<file path="config.mk">
export PLATFORM = sky130hd
export DESIGN_NAME = zx81_tape_player
export DESIGN_NICKNAME = d
export VERILOG_FILES = /design/src/rtl/zx81_tape_player.sv
export SDC_FILE = /design/constraint.sdc
export NUM_CORES = 1
export LEC_CHECK = 0
export CORE_MARGIN = 10
export CORE_UTILIZATION = 35
export CTS_CLUSTER_DIAMETER = 80
export DETAILED_ROUTE_END_ITERATION = 10
export PLACE_DENSITY = 0.55
export RECOVER_POWER = 100
export SETUP_SLACK_MARGIN = 0.5
export SLEW_MARGIN = 5
export SYNTH_ARGS = -nofsm -noshare
export SYNTH_HDL_FRONTEND = slang
export SYNTH_SLANG_ARGS = --single-unit
</file>
<file path="constraint.sdc">
create_clock -name clk_sys -period 9.3 [get_ports clk_sys]
set_input_delay 0.93 -clock clk_sys [delete_from_list [all_inputs] [get_ports clk_sys]]
set_output_delay 0.93 -clock clk_sys [all_outputs]
set_load 0.01 [all_outputs]
</file>
<file path="src/rtl/zx81_tape_player.sv">
// ZX81 tape playback: turns a .p/.o image in the tape buffer into the ROM's pulse-train waveform.
// Define TAPE_NAME_EN to play a synthetic end-of-name byte (8'hA6) before the image.
module zx81_tape_player #(
  parameter int PULSE_CYCLES  = 7800,
  parameter int GAP_CYCLES    = 67600,
  parameter int LEADER_CYCLES = 26000000,
  parameter int ADDR_W        = 14
) (
  input  logic              clk_sys,
  input  logic              reset,
  input  logic              start,
  input  logic              stop,
  input  logic [ADDR_W-1:0] len,
  output logic [ADDR_W-1:0] mem_addr,
  input  logic [7:0]        mem_data,
  output logic              tape_out,
  output logic              busy,
  output logic              done
);

  typedef enum logic [2:0] {IDLE, LEADER, FETCH, WAIT, PULSE_HI, PULSE_LO, GAP, END} state_t;

  localparam logic [26:0] PULSE_LD  = 27'(PULSE_CYCLES - 1);
  localparam logic [26:0] GAP_LD    = 27'(GAP_CYCLES - 1);
  localparam logic [26:0] LEADER_LD = 27'(LEADER_CYCLES - 1);

  state_t            state;
  logic [26:0]       dur;
  logic [3:0]        pcnt;
  logic [2:0]        bit_idx;
  logic [7:0]        shreg;
  logic [ADDR_W-1:0] len_q;
  logic              more_bytes;
`ifdef TAPE_NAME_EN
  logic              name_pend;
`endif

  // pcnt holds pulses remaining after the current one
  function automatic logic [3:0] pulses_m1(input logic b);
    return b ? 4'd8 : 4'd3;
  endfunction

  assign more_bytes = ((ADDR_W+1)'(mem_addr) + (ADDR_W+1)'(1)) < (ADDR_W+1)'(len_q);

  always_ff @(posedge clk_sys) begin
    if (reset) begin
      state    <= IDLE;
      dur      <= '0;
      pcnt     <= '0;
      bit_idx  <= '0;
      shreg    <= '0;
      len_q    <= '0;
      mem_addr <= '0;
      tape_out <= 1'b0;
      busy     <= 1'b0;
      done     <= 1'b0;
`ifdef TAPE_NAME_EN
      name_pend <= 1'b0;
`endif
    end else begin
      done <= 1'b0;
      if (stop && busy) begin
        state    <= IDLE;
        tape_out <= 1'b0;
        busy     <= 1'b0;
        dur      <= '0;
        pcnt     <= '0;
      end else if (start && len != '0) begin
        state    <= LEADER;
        len_q    <= len;
        mem_addr <= '0;
        busy     <= 1'b1;
        tape_out <= 1'b0;
        dur      <= LEADER_LD;
        pcnt     <= '0;
`ifdef TAPE_NAME_EN
        name_pend <= 1'b1;
`endif
      end else begin
        case (state)
          IDLE: ;
          LEADER:
            if (dur == '0) begin
`ifdef TAPE_NAME_EN
              shreg    <= 8'hA6;
              bit_idx  <= 3'd7;
              pcnt     <= pulses_m1(1'b1);
              dur      <= PULSE_LD;
              tape_out <= 1'b1;
              state    <= PULSE_HI;
`else
              state <= FETCH;
`endif
            end else dur <= dur - 27'd1;
          FETCH: begin
            dur   <= 27'd1;
            state <= WAIT;
          end
          // two wait cycles cover the buffer's read latency
          WAIT:
            if (dur == '0) begin
              shreg    <= mem_data;
              bit_idx  <= 3'd7;
              pcnt     <= pulses_m1(mem_data[7]);
              dur      <= PULSE_LD;
              tape_out <= 1'b1;
              state    <= PULSE_HI;
            end else dur <= dur - 27'd1;
          PULSE_HI:
            if (dur == '0) begin
              dur      <= PULSE_LD;
              tape_out <= 1'b0;
              state    <= PULSE_LO;
            end else dur <= dur - 27'd1;
          PULSE_LO:
            if (dur == '0) begin
              if (pcnt == '0) begin
                dur   <= GAP_LD;
                state <= GAP;
              end else begin
                pcnt     <= pcnt - 4'd1;
                dur      <= PULSE_LD;
                tape_out <= 1'b1;
                state    <= PULSE_HI;
              end
            end else dur <= dur - 27'd1;
          GAP:
            if (dur == '0) begin
              if (bit_idx != '0) begin
                bit_idx  <= bit_idx - 3'd1;
                shreg    <= {shreg[6:0], 1'b0};
                pcnt     <= pulses_m1(shreg[6]);
                dur      <= PULSE_LD;
                tape_out <= 1'b1;
                state    <= PULSE_HI;
              end
`ifdef TAPE_NAME_EN
              else if (name_pend) begin
                name_pend <= 1'b0;
                state     <= FETCH;
              end
`endif
              else if (more_bytes) begin
                mem_addr <= mem_addr + ADDR_W'(1);
                state    <= FETCH;
              end else begin
                done  <= 1'b1;
                busy  <= 1'b0;
                state <= END;
              end
            end else dur <= dur - 27'd1;
          END: state <= IDLE;
        endcase
      end
    end
  end

endmodule

</file>
==> results.md <==
* Pwr/cell area at between 150 and 200 mW/mm^2
* Synth unique cells at 71
* Outcome: completed
* R2R Path End: dur[9]
* Clock Path Buffers at 2
* P_sw at 0.213 mW
* Fillers at approximately 1300
* Clk slew on worst S/H paths at roughly 60 ps
* Routed Antenna Nets at 0
* Most frequent cell after synthesis: nand2_1
* CP delay by family, top: simple AND/OR/NAND/NOR gates
* Row Count at 41
* Worst Skew at 8.57 ps
* Vias in the first global route at between 4000 and 5000
* Storage element area at ~0.0015 mm^2
* Post-synth top cells: 86 x nand2_1, 75 x dfxtp_1, 45 x nor2_1
* Int Pwr at approximately 0.59 mW
* First-pass iteration count of the detailed router at 5
* End of the worst hold path: len_q[5]
* Initial Util at 0.355
* Worst-Skew Late Latency at 350 ps
* Synthesized area at 0.00447 mm^2
* TNS Setup at 0 ps
* Leakage at about 2 nW
* Via count at ~4300
* Switching Share at 0.265
* Flop2flop setup slack at ~4400 ps
* Total Wirelength at 12600 um
* CP max-delay cell: nor4_1
* Share of the synthesized area in the top cell type at 0.336
* VDD IR-drop max at 165 uV
* CTS resizes at 0
* Design Area, Final at around 0.0052 mm^2
* Hold Path Depth at 2
* Relative slew slack at 0.238
* Area of the multi-input gates at ~0.0027 mm^2
* Critical path cell sequence: inv_1 > ha_1 > nor4b_1 > nand4bb_1 > nor4_1 > or2_0 > nor2_1 > a221oi_1
* Req. time, crit path at 9540 ps
* Top sig layer: met4
* Antenna cells at 0
* Root Buffer: clkbuf_16
* Share of the yosys chip area belonging to registers at 0.336
* Worst Setup Start Kind: register
* Postcts setup bufs at 0
* Max_cap viols at 0
* Yosys top cell by area: dfxtp_1
* Share of cells above drive strength 1 at 0.0519
* CP Data Arrival Time at between 5000 and 6000 ps
* Largest net degree at the start of global routing at 32
* Number of top-level pins at 43
* All-layer global routing usage at 0.143
* Hold path start: len_q[5]
* Synth Net Count at roughly 600
* Area growth syn-to-layout at 17.5%
* Met2 wire len at about 6000 um
* Post-synth top flop: dfxtp_1
* RSZ-0062 raised after global routing: false
* CP Class: register to register
* Ys Warns at 0
* DIE WIDTH at ~130 um
* Reg power frac at 0.427
* Max Clk Rate at a little over 0.2 GHz
* Placed wire-length estimate at a little over 9000 um
* Clock sinks at 75
* Worst Path Max Fanout at 15
* Inserted Clock Buffers at 9
* Clk pwr share at 0.457
* R2r worst-path depth at 8
* WL per Instance at roughly 16 um
* WP buf/inv at 1
* Period utilisation layout at 0.532
* Metal-1 WL at around 5900 um
* # DRC at 0
* Cts hold-fix bufs at 0
* Layout Nets at approximately 640
* Final setup violation count at 0
* Iteration-0 DRC Markers at around 250
* Worst R2R Start: dur[0]
* CTS tree: yes
* Die height at between 100 and 150 um
* Final Hold Viols at 0
* First-pass GRT wire length at a little over 20000 um
* Cell area after placement at about 0.0050 mm^2
* Met3 WL at ~650 um
* Logic pwr share at 0.116
* H-tree Lvls at 3
* Synth async-reset ratio at 0
* Worst min-delay path category: register to register
* Core area at roughly 0.013 mm^2
* Vias per cell at 5.57
* Ranking of synthesized cells by area: dfxtp_1 34%, nand2_1 7.2%, ha_1 5.0%, a21oi_1 4.9%, nor2_1 3.8%
* Mapped Cells at approximately 560
* Number of antenna violations at the first check in global routing at 0
* Placer congestion estimate at between 0.9 and 1
* Die area at roughly 0.018 mm^2
* Number of synthesized register bits at 75
* Number of synthesized flops with an enable pin at 0
* CP Capture Type: register
* Crit-path max cell delay at between 1000 and 1500 ps
* Slew @ Worst Pin at ~1100 ps
* Max-slew violation count at 0
* Avg Synthesized Cell Area at roughly 8 um^2
* Port Buffers at 42
* Minimum clock period at between 4000 and 5000 ps
* Total congestion overflow at 0
[power by group through the flow]
| stage | clock (mW) | sequential [mW] | combinational [mW] |
|---|---|---|---|
| global route | 0.391 | 0.346 | 0.104 |
| global placement | 0 | 0.351 | 0.0965 |
| CTS | 0.380 | 0.344 | 0.0983 |
| floorplan | 0 | 0.348 | 0.0674 |
| detailed placement | 0 | 0.351 | 0.0979 |
| finish | 0.368 | 0.344 | 0.0932 |
[worst max path at each step]
stage	from	depth (start not counted)	slack [ps]	to
after floorplan	mem_addr[0]	13	5780	mem_addr[5]
final	dur[0]	8	4350	dur[9]
after detailed placement	mem_addr[0]	12	4980	mem_addr[3]
after CTS	mem_addr[0]	12	4970	mem_addr[1]
after global routing	dur[0]	8	3840	dur[13]
after global placement	mem_addr[0]	12	5140	mem_addr[1]
[state kept, by name (all words and copies together), names as in the netlist]
signal and cells:
mem_addr 14, pcnt 4, done 1, dur 27, len_q 14, shreg 7, state 3, tape_out 1
bit_idx 3, busy 1
[layer usage]
layer | global-route usage | up-vias
met3 | 0.0382 | 16
met4 | 0.0532 | 0
li1 | - | 2120
met2 | 0.229 | 111
met5 | 0 | -
met1 | 0.178 | 2037
[cell families (layout without fill, tap and decap cells)]
family / count (synthesis) / in the layout / synth area share
muxes: 7 / 7 / 0.0157
adders and majority gates: 18 / 18 / 0.0504
buffers and inverters: 49 / 89 / 0.0454
AOI/OAI and AO/OA: 149 / 149 / 0.229
DFF: 75 / 75 / 0.336
xor gates and xnor gates: 15 / 15 / 0.0294
and+or+nand+nor: 244 / 244 / 0.293
[worst reg2reg max path, cell delays in order, from the launching register on]
cell and delay [ps]:
dfxtp_1 340, inv_1 70, ha_1 200, nor4b_1 920, nand4bb_1 740, nor4_1 1090
or2_0 810, nor2_1 330, a221oi_1 350
[stage by stage]
step           setup WS (ps)  cells   util  power (mW)  hold WS, ps
2_1_floorplan           5780    557      -       0.415          412
3_3_place_gp            5140    753  0.400       0.448          446
3_5_place_dp            4980    753  0.400       0.449          447
4_1_cts                 4970    769  0.425       0.823          457
5_1_grt                 3840    769  0.418       0.841          475
6_report                4350    769  0.418       0.805          454
[final cells by class]
class / instances / area share
timing repair buffer: 46 / 0.0851
sequential: 75 / 0.286
clock inverter: 5 / 0.0114
inverter: 27 / 0.0193
tap: 172 / 0.0410
multi-input combinational: 433 / 0.509
clock buffer: 11 / 0.0482
[cell usage in the layout, fill, tap and decap left out, types with 6 or more instances in the layout]
| master | instances |
|---|---|
| clkbuf_16 | 9 |
| dfxtp_1 | 75 |
| nor2_1 | 45 |
| a31oi_1 | 12 |
| nand3_1 | 16 |
| a21o_1 | 6 |
| o21ai_1 | 8 |
| and2_1 | 6 |
| nand2_1 | 86 |
| clkdlybuf4s50_1 | 24 |
| ha_1 | 18 |
| inv_1 | 27 |
| a21oi_1 | 44 |
| mux2i_1 | 7 |
| xnor2_1 | 10 |
| nand2b_1 | 9 |
| or3_1 | 6 |
| a311oi_1 | 6 |
| a211oi_1 | 6 |
| nor3_1 | 18 |
| nor4_1 | 13 |
| and3_1 | 7 |
| a22o_1 | 8 |
| o21ai_0 | 17 |
| dlygate4sd3_1 | 18 |
| nand4_1 | 6 |
(Power assumes the default switching activity.)
